[config.mk]
export PLATFORM = sky130hd
export DESIGN_NAME = deserializer
export DESIGN_NICKNAME = d
export VERILOG_FILES = /design/src/rtl/deserializer.sv
export SDC_FILE = /design/constraint.sdc
export NUM_CORES = 1
export LEC_CHECK = 0
export CAP_MARGIN = 5
export CORE_ASPECT_RATIO = 0.7
export CORE_UTILIZATION = 35
export DETAILED_ROUTE_END_ITERATION = 8
export SYNTH_ARGS = -nofsm -noshare
export SYNTH_HDL_FRONTEND = slang
export SYNTH_SLANG_ARGS = --single-unit
[constraint.sdc]
create_clock -name clock -period 2.6 [get_ports clock]
set_input_delay 0.78 -clock clock [delete_from_list [all_inputs] [get_ports clock]]
set_output_delay 0.78 -clock clock [all_outputs]
set_load 0.005 [all_outputs]
[src/rtl/deserializer.sv]
// Serial-to-parallel receiver for the LSB-first framed serial link.
// Collects DATA_WIDTH bits per frame into an output buffer held until acknowledged.
module deserializer #(
  parameter  int DATA_WIDTH   = 8,
  localparam int COUNTER_SIZE = $clog2(DATA_WIDTH) + 1
) (
  input  logic                  clock,
  input  logic                  reset,
  input  logic                  serial_in,
  input  logic                  serial_valid,
  input  logic                  data_ack,
  output logic [DATA_WIDTH-1:0] data_out,
  output logic                  data_valid,
  output logic                  busy,
  output logic                  frame_error,
  output logic                  overrun
);

  typedef enum logic {IDLE, RECV} state_t;

  localparam logic [COUNTER_SIZE-1:0] LAST_BIT = COUNTER_SIZE'(DATA_WIDTH - 1);

  state_t                  r_state, w_nextState;
  logic [COUNTER_SIZE-1:0] r_count, w_nextCount;
  logic [DATA_WIDTH-1:0]   r_shreg, w_nextShreg;
  logic [DATA_WIDTH-1:0]   r_dataOut, w_nextDataOut;
  logic [DATA_WIDTH-1:0]   w_shifted;
  logic                    r_dataValid, w_nextDataValid;
  logic                    r_frameError, w_nextFrameError;
  logic                    r_overrun, w_nextOverrun;

  assign w_shifted = {serial_in, r_shreg[DATA_WIDTH-1:1]};

  always_ff @(posedge clock or negedge reset) begin
    if (!reset) begin
      r_state      <= IDLE;
      r_count      <= '0;
      r_shreg      <= '0;
      r_dataOut    <= '0;
      r_dataValid  <= 1'b0;
      r_frameError <= 1'b0;
      r_overrun    <= 1'b0;
    end else begin
      r_state      <= w_nextState;
      r_count      <= w_nextCount;
      r_shreg      <= w_nextShreg;
      r_dataOut    <= w_nextDataOut;
      r_dataValid  <= w_nextDataValid;
      r_frameError <= w_nextFrameError;
      r_overrun    <= w_nextOverrun;
    end
  end

  always_comb begin
    w_nextState      = r_state;
    w_nextCount      = r_count;
    w_nextShreg      = r_shreg;
    w_nextDataOut    = r_dataOut;
    w_nextDataValid  = r_dataValid;
    w_nextFrameError = 1'b0;
    w_nextOverrun    = r_overrun;

    // A completing frame below overrides this clear, so a same-edge ack keeps the new word valid.
    if (data_ack && r_dataValid) begin
      w_nextDataValid = 1'b0;
    end

    case (r_state)
      IDLE: begin
        if (serial_valid) begin
          w_nextShreg = w_shifted;
          w_nextCount = COUNTER_SIZE'(1);
          w_nextState = RECV;
        end
      end
      RECV: begin
        if (serial_valid) begin
          if (r_count == LAST_BIT) begin
            w_nextDataOut   = w_shifted;
            w_nextDataValid = 1'b1;
            if (r_dataValid && !data_ack) begin
              w_nextOverrun = 1'b1;
            end
            w_nextShreg = '0;
            w_nextCount = '0;
            w_nextState = IDLE;
          end else begin
            w_nextShreg = w_shifted;
            w_nextCount = r_count + COUNTER_SIZE'(1);
          end
        end else begin
          w_nextFrameError = 1'b1;
          w_nextShreg      = '0;
          w_nextCount      = '0;
          w_nextState      = IDLE;
        end
      end
      default: begin
        w_nextState = IDLE;
      end
    endcase
  end

  assign data_out    = r_dataOut;
  assign data_valid  = r_dataValid;
  assign busy        = (r_state == RECV);
  assign frame_error = r_frameError;
  assign overrun     = r_overrun;

endmodule

# After elaboration in Yosys (flattened, before gate mapping)
# Index checks and enable logic that the tools add are counted.
[totals]
elab_cells = 34
out_inout_bits = 12
regBits = 24
input_bits = 5
[op_classes]
mux = 18
add_sub_neg = 1
n_eq_ne = 2
reduce_logical = 5
bitwise = 1
[op_table]
columns = ["op", "count"]
rows = [
  ["$mux W8", 3],
  ["$pmux W8 S2", 1],
  ["$mux W4", 3],
  ["$mux W1", 9],
  ["$pmux W4 S2", 1],
  ["$add A4 B1 Y4 const B", 1],
  ["$eq A4 B3 Y1 const B", 1],
  ["$reduce_and A4 Y1", 1],
  ["$reduce_and A3 Y1", 1],
  ["$logic_and A1 B1 Y1", 2],
  ["$ne A2 B2 Y1 const B", 1],
  ["$pmux W1 S2", 1],
  ["$logic_not A1 Y1", 1],
  ["$not A1 Y1", 1],
]

# Logic depth before layout (Yosys ltp)
# Gate-level depths: netlist (run 1).
[logic_depth]
ltp_word = 5
ltp_mapped = 5
mapped_depth_nobuf = 4

# Least setup slack after synthesis (run 1)
# No wires, ideal clock.
[synth_timing]
kind = "input to register"
startpoint = "input serial_valid"
endpoint = "register r_dataOut[0] (netlist: data_out[0])"
path_buffers = 2
cell_stages = 5
path_slack_ns = 0.787
arrival_time_ns = 1.688
setup_ns = 0.125
required_time_ns = 2.475
path_cell_list = "clkbuf_1 > inv_1 > or2_1 > buf_6 > mux2_4"
[synth_via]
elab_chain_len = 1
[synth_rtl]
columns = ["element", "line_no", "text"]
rows = [
  ["from (decl)", "10", "input logic serial_valid,"],
  ["$reduce_and A3 Y1 (no line)", "n/a", ""],
  ["to (signal assigned)", "47", "r_dataOut <= w_nextDataOut;"],
  ["to (decl)", "26", "logic [DATA_WIDTH-1:0] r_dataOut, w_nextDataOut;"],
]
# Every way passes these cells.
# A chain may end at the register's enable or synchronous reset.

# Final worst setup path (run 1)
[layout_timing]
startpoint = "register r_state (netlist: busy)"
endpoint = "output busy"
[layout_lines]
columns = ["element", "line_no", "text"]
rows = [
  ["from (decl)", "23", "state_t r_state, w_nextState;"],
  ["from (signal assigned)", "44", "r_state <= w_nextState;"],
  ["to (decl)", "14", "output logic busy,"],
]
# No word-level cell between the ends.

==> reports/qor.yml, run 1 <==
status: "finished, final reports clean"
grt_pass1_vias: 551
dp_hpwl_mm: 1.053
multi_input_area_um2: 314.1
arrival_ps: 1290
worst_slack_ps: 528.6
sw_frac_of_total_pct: 22.70
r2r_cells: 4
critPathSlowestCell: "clkdlybuf4s50_1"
synth_cell_types: 20
wl_per_cell_um: 13.24
drc: 0
postCtsHoldBufs: 0
fin_setup_tns_ps: 0
cts_setup_buffers: 0
async_flop_share_pct: 100.0
power_density_nw_per_um2: 560.0
netlist_instances: 66
ir_worst_vdd_mv: 0.2340
cts_tree: "yes"
max_slew_margin_pct: 61.41
synth_top_area_cell: "dfrtp_1"
rsz0062_at_grt: "no"
stdcell_count: 120
drt-total-wl_mm: 1.589
switching_power_uw: 148.5
firstDrtPassIters: 4
slowest_delay_ps: 550
vias: 554
clk_pin_slew_ps: 80
final_nets: 93
grt_max_degree: 24
ctsHtreeMaxLevel: 1
synth_area_per_cell_um2: 13.88
hold_class: "flip-flop to flip-flop"
finalSetupViolations: 0
area_delta_synth_final_pct: 27.60
netlist_area_um2: 915.9
drtIter0Drc: 6
ys_warn_count: 0
ys_ff_latch: 23
period_share_pct: 79.67
cts.sinks: 23
dieWidth_um: 63.14
start_util_pct: 36.97
skew_ps: 1.696
p_int_uw: 505.8
gr-usage-all-layers_pct: 13.51
antenna_found_initial: 0
portBuffers: 16
gp_congestion: 0.7484
synthFlopType: "dfrtp_1"
seqCellArea_um2: 575.6
core_area_um2: 2477
dp_slack_ps: 360.6
vias_per_cell: 4.617
final_util_pct: 47.17
cp.depth: 1
cp_max_fo: 8
ant_nets: 0
row_count: 15
synth_edf_count: 0
grt_remaining_overflow: 0
path_delay_family: "buffers and inverters"
cp-start-kind: "flip-flop"
clk_root_buffer_cell: "clkbuf_8"
path_class: "flip-flop to primary output"
p_leak_uw: 0.0005693
period_needed_ps: 2071
drive_gt1_share_pct: 17.44
grt_pass1_wl_mm: 2.801
worst_pin_slew_ps: 578.9
netlist.area_leader.share_pct: 62.84
seq_area_frac_synth_pct: 62.84
die-area_um2: 2829
io_pins: 17
max_freq_mhz: 482.8
dpl.cell_count: 116
holdPathStages: 1
crit_chain: "clkdlybuf4s50_1"
pwr-share-comb_pct: 7.8
numCtsBuffers: 3
power_frac_clock_pct: 33.5
cts_resized: 0
critPathRequiredTime_ps: 1820
drv_cap: 0
p_total_uw: 654.4
fillerInstances: 238
synth_area_leaders: "dfrtp_1, mux2_4, a22o_1"
synth_nets: 72
hold_viol: 0
seqPwrFrac_pct: 58.7
cp-end-kind: "primary output"
clockBufferDepth: 2
clk_latency_ps: 260
die_h_um: 44.80
critPathBufInv: 1
slew_violations: 0
antenna_cells: 0
-- sequential cells by signal, indices dropped and copies added, names as in the netlist --
| name | count |
|---|---|
| data_out | 8 |
| r_shreg | 7 |
| r_count | 4 |
| busy | 1 |
| data_valid | 1 |
| frame_error | 1 |
| overrun | 1 |
-- cell usage after synthesis (all sizes together) (2+ instances only) --
master / n
nand2: 6
inv: 2
nand3: 4
o21ai: 2
dfrtp: 23
a22o: 7
mux2: 8
clkbuf: 2
-- through the flow --
step	hold slack, ps	cell area (um^2)
floorplan	466.2	915.9
global route	528.0	1169
CTS	500.4	1169
detailed placement	477.9	1122
global placement	466.5	1122
finish	496.8	1169
-- power groups by stage --
stage / clock network (uW) / registers (uW) / logic [uW]
floorplan: 0 / 388 / 24.1
global placement: 0 / 390 / 50.9
detailed placement: 0 / 391 / 51.7
CTS: 229 / 384 / 52.2
global route: 240 / 386 / 57.0
finish: 219 / 384 / 50.9
-- cell usage in the layout, fill, tap and decap left out --
| cell | synthesis | routed |
|---|---|---|
| a22o_1 | 7 | 7 |
| and2_1 | 1 | 1 |
| buf_4 | 0 | 3 |
| clkbuf_8 | 0 | 3 |
| clkdlybuf4s50_1 | 0 | 16 |
| clkinv_2 | 0 | 1 |
| dfrtp_1 | 23 | 23 |
| ha_1 | 1 | 1 |
| inv_1 | 2 | 2 |
| mux2_4 | 8 | 8 |
| nand2_1 | 6 | 6 |
| nand2b_1 | 1 | 1 |
| nand3_1 | 4 | 4 |
| nand4_1 | 1 | 1 |
| nand4b_1 | 1 | 1 |
| nor2_1 | 1 | 1 |
| nor2b_1 | 1 | 1 |
| o21ai_0 | 2 | 2 |
| o21bai_1 | 1 | 1 |
| or2_1 | 1 | 1 |
| or4_1 | 1 | 1 |
| xnor2_1 | 1 | 1 |
-- worst register-to-register path, stage by stage (launching register included) --
cell and delay (ps):
dfrtp_1 410, ha_1 240, nand4b_1 150, or2_1 490, mux2_4 350
-- routing by layer --
layer	routed length [um]	up-vias	GRT usage, %
met5	0	-	0
met3	83	3	5.303
met1	872	265	19.35
met4	10	0	4.186
met2	622	15	18.71
li1	-	271	-
-- layout make-up --
cell class | instances | share of cell area (%)
clock inverters | 1 | 0.4283
flip-flops and latches | 23 | 49.25
multi-input cells | 38 | 26.87
inverters | 2 | 0.6424
clock buffers | 3 | 3.533
well taps | 34 | 3.640
repair buffers | 19 | 15.63
-- final timing paths --
check / from / endpoint / slack (ps)
worst max-delay path: busy / busy / 530
worst min-delay path: overrun / overrun / 500
worst max register to register: r_count[0] / data_out[7] / 850
worst min register to register: overrun / overrun / 500
max in group asynchronous: reset / r_count[0] / 1510
min in group asynchronous: reset / r_count[2] / 870
-- cell families after synthesis --
kind of cell | synth area share, %
mux | 13.12
flops | 62.84
xor+xnor | 0.9565
simple gates | 10.25
fa+ha+maj | 1.366
buf+inv | 2.869
compound gates | 8.607
No activity file was read; power rests on OpenSTA's default activity.
==> inputs of run 2 (changes only) <==
==> constraint.sdc (replaced) <==
create_clock -name clock -period 1.9 [get_ports clock]
set_input_delay 0.57 -clock clock [delete_from_list [all_inputs] [get_ports clock]]
set_output_delay 0.57 -clock clock [all_outputs]
set_load 0.005 [all_outputs]
==> reports/qor.yml, run 2 (synthesis gave the netlist of run 1 again) <==
rsz0062_at_grt: "no"
die-area_um2: 2829  # unchanged
grt_max_degree: 24  # unchanged
switching_power_uw: 192.0  # +29%
grt_pass1_vias: 552  # +0.18%
seqPwrFrac_pct: 59.5  # +0.8 points
core_area_um2: 2477  # unchanged
sw_frac_of_total_pct: 21.75  # -0.95 points
dp_hpwl_mm: 1.006  # -4.5%
grt_util_met1_pct: 16.56  # -2.8 points
p_int_uw: 690.7  # +37%
slowest_delay_ps: 540  # about the same
period_share_pct: 95.87
cp-start-kind: "flip-flop"
fin_setup_tns_ps: 0  # unchanged
worst_pin_slew_ps: 587.1  # +8.204 ps
cts.sinks: 23  # unchanged
ir_worst_vdd_mv: 0.4781  # +100%
hold_ws_ps: 494.4  # -2.470 ps
stdcell_count: 120  # unchanged
arrival_ps: 1250  # -40 ps
clockBufferDepth: 2  # unchanged
critPathRequiredTime_ps: 1330  # -490 ps
critPathBufInv: 1  # unchanged
crit_chain: "clkdlybuf4s50_1"
dpl.cell_count: 116  # unchanged
cts_resized: 0  # unchanged
final_nets: 93  # unchanged
final_common_cell: "dfrtp_1"
cp-end-kind: "primary output"
power_density_nw_per_um2: 747.3  # +33%
dieWidth_um: 63.14  # unchanged
gp_congestion: 0.7722  # +3.2%
area_delta_synth_final_pct: 28.96
antenna_cells: 0  # unchanged
wl_per_cell_um: 11.77  # -11%
drtIter0Drc: 9  # +3
critPathSlowestCell: "clkdlybuf4s50_1"
max_slew_margin_pct: 60.72  # -0.69 points
largest_register_ffs: 8  # unchanged
grt_remaining_overflow: 0  # unchanged
slew_violations: 0  # unchanged
top_usage_layer: "met2"
numCtsBuffers: 3  # unchanged
start_util_pct: 36.97  # unchanged
vias: 556  # +0.36%
skew_ps: 4.525  # +2.828 ps
cts_setup_buffers: 0  # unchanged
status: "finished, final reports clean"
drt-total-wl_mm: 1.412  # -11%
hold_class: "flip-flop to flip-flop"
die_h_um: 44.80  # unchanged
use_met3_pct: 5.808  # +0.51 points
use_met2_pct: 16.99  # -1.7 points
power_frac_clock_pct: 33.0  # -0.5 points
hold_viol: 0  # unchanged
path_delay_family: "buffers and inverters"
finalSetupViolations: 0  # unchanged
io_pins: 17  # unchanged
drc: 0  # unchanged
gr-usage-all-layers_pct: 12.03  # -1.5 points
path_class: "flip-flop to primary output"
grt_pass1_wl_mm: 2.518  # -10%
clk_pin_slew_ps: 80  # about the same
clk_root_buffer_cell: "clkbuf_8"
postCtsHoldBufs: 0  # unchanged
antenna_found_initial: 0  # unchanged
pwr-share-comb_pct: 7.6  # -0.2 points
portBuffers: 16  # unchanged
ctsHtreeMaxLevel: 1  # unchanged
firstDrtPassIters: 4  # unchanged
layout_common_cells: "dfrtp_1, clkdlybuf4s50_1, mux2_4"
clk_latency_ps: 260  # about the same
cp_max_fo: 8  # unchanged
period_needed_ps: 1821
drive_gt1_share_pct: 17.44  # unchanged
row_count: 15  # unchanged
max_freq_mhz: 549.0
drv_cap: 0  # unchanged
ant_nets: 0  # unchanged
vias_per_cell: 4.633  # +0.36%
p_leak_uw: 0.0005748  # +0.97%
cts_tree: "yes"
## run 2: cell counts in the layout (fill, tap and decap cells not counted)
Identical to the previous run, type by type.
## run 2: cell type report
type                       count  area (um^2)
clock buffer                   3        41.29
clock inverter                 1        5.005
fill                         241         1296
inverter                       2        7.507
multi-input combinational     38        314.1
sequential                    23        575.6
tap                           34        42.54
timing repair buffer          19        195.2
## run 2: final timing paths
path,end,startpoint,cells past startpoint,slack [ps]
max in group asynchronous,r_shreg[6],reset,2,1030
setup reg to reg,data_out[6],r_count[1],5,340
hold / removal,overrun,overrun,1,490
min in group asynchronous,data_out[1],reset,2,650
setup / recovery,busy,busy,1,80
hold reg to reg,overrun,overrun,1,490
## run 2: metrics by stage
step	total power, uW	area [um^2]	setup slack (ps)	utilization [%]
3_3_place_gp	601.7	1135	-24.99	45.81
5_1_grt	924.3	1181	20.60	47.68
6_report	882.6	1181	78.53	47.68
4_1_cts	899.5	1181	59.20	47.68
3_5_place_dp	602.7	1135	-24.50	45.81
2_1_floorplan	564.1	915.9	296.7	-
## run 2: routing by layer
metal,vias to the layer above,share of wire (%)
li1,272,-
met1,265,51
met2,19,41
met3,0,7.6
met4,0,0
met5,-,0
## run 2: power by group through the flow
stage / logic (uW) / registers [uW] / clock network (uW)
after floorplan: 33.0 / 531 / 0
after global placement: 67.7 / 534 / 0
after detailed placement: 68.4 / 534 / 0
after CTS: 68.4 / 525 / 306
after global routing: 75.4 / 527 / 322
final: 66.7 / 525 / 291
==> inputs of run 3 (changes only) <==
--- a/config.mk
+++ b/config.mk
@@ -7,6 +7,7 @@
 export LEC_CHECK = 0
 export CAP_MARGIN = 5
 export CORE_ASPECT_RATIO = 0.7
+export CORE_MARGIN = 2
 export CORE_UTILIZATION = 35
 export DETAILED_ROUTE_END_ITERATION = 8
 export SYNTH_ARGS = -nofsm -noshare
==> reports/qor.yml, run 3 (synthesis gave the netlist of run 1 again) <==
status: "finished, final reports clean"
final_nets: 93  # unchanged
finalSetupViolations: 0  # unchanged
slowest_delay_ps: 510  # -30 ps
ir_worst_vdd_mv: 0.4034  # -16%
numCtsBuffers: 3  # unchanged
start_util_pct: 36.97  # unchanged
cts.sinks: 23  # unchanged
clk_root_buffer_cell: "clkbuf_8"
slew_violations: 0  # unchanged
drc: 0  # unchanged
ctsHtreeMaxLevel: 1  # unchanged
wl_per_cell_um: 12.54  # +6.6%
postLayoutCellArea_um2: 1182  # +0.11%
placed_cell_area_um2: 1135  # unchanged
arrival_ps: 1200  # -50 ps
grt_remaining_overflow: 0  # unchanged
critPathBufInv: 1  # unchanged
p_leak_uw: 0.0005739  # -0.17%
max_slew_margin_pct: 50.48  # -10 points
path_class: "flip-flop to primary output"
critPathSlowestCell: "clkdlybuf4s50_1"
critPathRequiredTime_ps: 1330  # about the same
dpl.cell_count: 116  # unchanged
max_freq_mhz: 566.5  # +3.2%
die-area_um2: 3049  # +7.8%
crit_chain: "clkdlybuf4s50_1"
dp_hpwl_mm: 1.072  # +6.6%
row_count: 15  # unchanged
cp-end-kind: "primary output"
cts_tree: "yes"
cp_max_fo: 8  # unchanged
final_common_cell: "dfrtp_1"
grt_pass1_vias: 520  # -5.8%
antenna_found_initial: 0  # unchanged
worst_pin_slew_ps: 740.0  # +153.0 ps
layout_common_cells: "dfrtp_1, clkdlybuf4s50_1, mux2_4"
gp_congestion: 0.7294  # -5.5%
multi_input_area_um2: 314.1  # unchanged
clk_pin_slew_ps: 80  # about the same
drt-total-wl_mm: 1.505  # +6.6%
stdcell_count: 120  # unchanged
firstDrtPassIters: 2  # -2
gr-usage-all-layers_pct: 11.80  # -0.23 points
skew_ps: 6.848  # +2.324 ps
fillerInstances: 238  # -1.2%
grt_max_degree: 24  # unchanged
cp-start-kind: "flip-flop"
vias: 549  # -1.3%
cts_setup_buffers: 0  # unchanged
drtIter0Drc: 6  # -3
clk_latency_ps: 260  # about the same
ant_nets: 0  # unchanged
rsz0062_at_grt: "no"
io_pins: 17  # unchanged
power_density_nw_per_um2: 746.9  # about the same
period_share_pct: 92.91  # -3.0 points
path_delay_family: "buffers and inverters"
core_area_um2: 2477  # unchanged
drv_cap: 0  # unchanged
die_h_um: 46.80  # +4.5%
portBuffers: 16  # unchanged
postCtsHoldBufs: 0  # unchanged
hold_viol: 0  # unchanged
clockBufferDepth: 2  # unchanged
dieWidth_um: 65.14  # +3.2%
grt_pass1_wl_mm: 2.573  # +2.2%
area_delta_synth_final_pct: 29.10
hold_class: "flip-flop to flip-flop"
antenna_cells: 0  # unchanged
seqCellArea_um2: 576.8  # +0.22%
period_needed_ps: 1765  # -56.14 ps
vias_per_cell: 4.575  # -1.3%
drive_gt1_share_pct: 18.60  # +1.2 points
largest_register_ffs: 8  # unchanged
run 3: cell count changes in the layout (fill, tap and decap cells not counted):
cell / previous run / this run
dfrtp_2: 0 / 1
dfrtp_1: 23 / 22
run 3: through the flow:
stage / hold WS [ps] / total power (uW) / setup TNS, ps / utilization (%) / worst slack [ps]
after global routing: 532.7 / 929.8 / 0 / 47.73 / 75.88
final: 490.2 / 883.1 / 0 / 47.73 / 134.7
after floorplan: 274.4 / 564.1 / 0 / - / 296.7
after detailed placement: 469.2 / 603.9 / -991.3 / 45.81 / -101.0
after global placement: 469.0 / 602.2 / -735.3 / 45.81 / -82.68
after CTS: 490.6 / 895.5 / 0 / 47.68 / 59.18
run 3: path summary, 6_finish.rpt:
check	slack, ps	end	cells after the start	startpoint
worst max register to register	350	data_out[7]	5	r_count[1]
worst max-delay path	130	busy	1	busy
worst min register to register	490	overrun	1	overrun
max in group asynchronous	1020	busy	2	reset
min in group asynchronous	650	data_out[5]	2	reset
worst min-delay path	490	overrun	1	overrun
run 3: area by class of cell:
| type | count | area share [%] |
|---|---|---|
| Clock inverter | 1 | 0.4233 |
| Clock buffer | 3 | 3.492 |
| Tap cell | 34 | 3.598 |
| Timing Repair Buffer | 19 | 16.51 |
| Inverter | 2 | 0.6349 |
| Multi-Input combinational cell | 38 | 26.56 |
| Sequential cell | 23 | 48.78 |
run 3: where the power goes:
part / switching [uW] / total, uW / internal [uW]
Combinational: 31.2 / 67.5 / 36.3
Sequential: 17.0 / 526 / 509
Clock: 144 / 290 / 146
run 3: routing by layer:
| metal | GRT usage, % | wire length [um] | vias up |
|---|---|---|---|
| li1 | - | - | 271 |
| met1 | 17.94 | 838 | 261 |
| met2 | 15.46 | 573 | 14 |
| met3 | 4.556 | 81 | 3 |
| met4 | 3.750 | 12 | 0 |
| met5 | 0 | 0 | - |
run 3: timing repair:
action / in CTS / in global routing
endpoints found under the hold margin: 0 / 0
setup endpoints to repair: 0 / 1
gates resized for setup: 0 / 1
==> RTL edit (settings of run 2) <==
Put one more register stage on the output `frame_error`. The value now appears one clock later. The other outputs are not delayed to match.
--- a/src/rtl/deserializer.sv
+++ b/src/rtl/deserializer.sv
@@ -104,7 +104,9 @@
   assign data_out    = r_dataOut;
   assign data_valid  = r_dataValid;
   assign busy        = (r_state == RECV);
-  assign frame_error = r_frameError;
+  always_ff @(posedge clock) begin
+    frame_error <= r_frameError;
+  end
   assign overrun     = r_overrun;
 
 endmodule
Formal check against the unedited RTL: not equivalent (Yosys sat finds a counterexample within 4 cycles, from zero or initial values and one cycle with reset low).
==> RTL edit against run 2 <==
- global-route usage is 0.83 points lower
- setup slack worse by 0.0045 ns
- hold slack worse by 0.15 ns
- sequential cell count is 1 higher
- wire length is 7.6% higher
- fmax is 0.25% lower
- cell count is 0.83% higher
- power is 7.7% higher
- synthesized area is 2.2% higher
- combinational power is 0.7% higher
- final area is 2.4% higher
- count of clock-buffer cells in the layout is 1 higher
- die area is 2.1% higher
- clock skew is 0.0018 ns lower
==> RTL edit: results (changes against run 2) <==
irDropWorstVdd_mv: 0.431  # -9.9%
dpl-instance-area_um2: 1150  # +1.8%
gp_congestion: 0.774  # +0.17%
fin_worst_skew_ns: 0.00269  # -0.00184 ns
met1_length_um: 807  # +12%
status: "finished, final reports clean"
vias: 584  # +5.0%
rr_startpoint: "r_count[0]"
nFillCells: 220  # -8.7%
buf_share: 0.161  # -0.00393
nets: 94  # +1.1%
synth_cell_types: 21  # +5.0%
regArea_um2: 596  # +3.5%
multi_input_area_share: 0.260  # -0.00632
p_leak_nw: 0.586  # +2.0%
grt_pass1_wl_um: 2340  # -7.1%
synth_xor_area_frac: 0.00936  # -0.000205
drt-initial-drc-count: 17  # +8
met3_usage: 0.0455  # -0.0126
clock_area_frac: 0.0455  # +0.00631
dr_wl_met2_um: 637  # +9.6%
tightestPinTransition_ns: 0.604  # +0.0166 ns
power_density_nw_per_um2: 786  # +5.2%
hold_path_end: "frame_error"
synthTopCellsByArea: "dfrtp_1 61%, mux2_4 13%, a22o_1 6.6%"
synth_compound_area_frac: 0.0842  # -0.00184
pre_cts_slack_ns: -0.0340  # -0.00945 ns
ys_ff_latch: 24  # +4.3%
hold_path_depth: 0  # -1
wl_met3_um: 74  # -31%
synthAdderAreaFrac: 0.0134  # -0.000292
synthCells: 67  # +1.5%
met1_usage: 0.157  # -0.00905
clockBufferCount: 4  # +1
## RTL edit: cell count changes after synthesis, sizes merged
cell / before / now
dfxtp: 0 / 1
## RTL edit: how the worst max path moves through the flow
stage / endpoint / slack, ns
2_1_floorplan: data_out[0] / 0.30
3_3_place_gp: data_out[5] / -0.02
3_5_place_dp: r_count[3] / -0.03
4_1_cts: busy / 0.06
5_1_grt: busy / 0.02
6_report: busy / 0.07
## RTL edit: where the power goes
group	switching [mW]	leakage (nW)	internal [mW]
clock	0.152	0.0288	0.185
sequential	0.0167	0.319	0.530
combinational	0.0310	0.239	0.0362
## RTL edit: through the flow
| stage | hold slack, ns | setup TNS (ns) | utilization |
|---|---|---|---|
| floorplan | 0.274 | 0 | - |
| global placement | 0.327 | -0.139 | 0.463 |
| detailed placement | 0.332 | -0.254 | 0.463 |
| CTS | 0.351 | 0 | 0.485 |
| global route | 0.357 | 0 | 0.485 |
| finish | 0.348 | 0 | 0.485 |
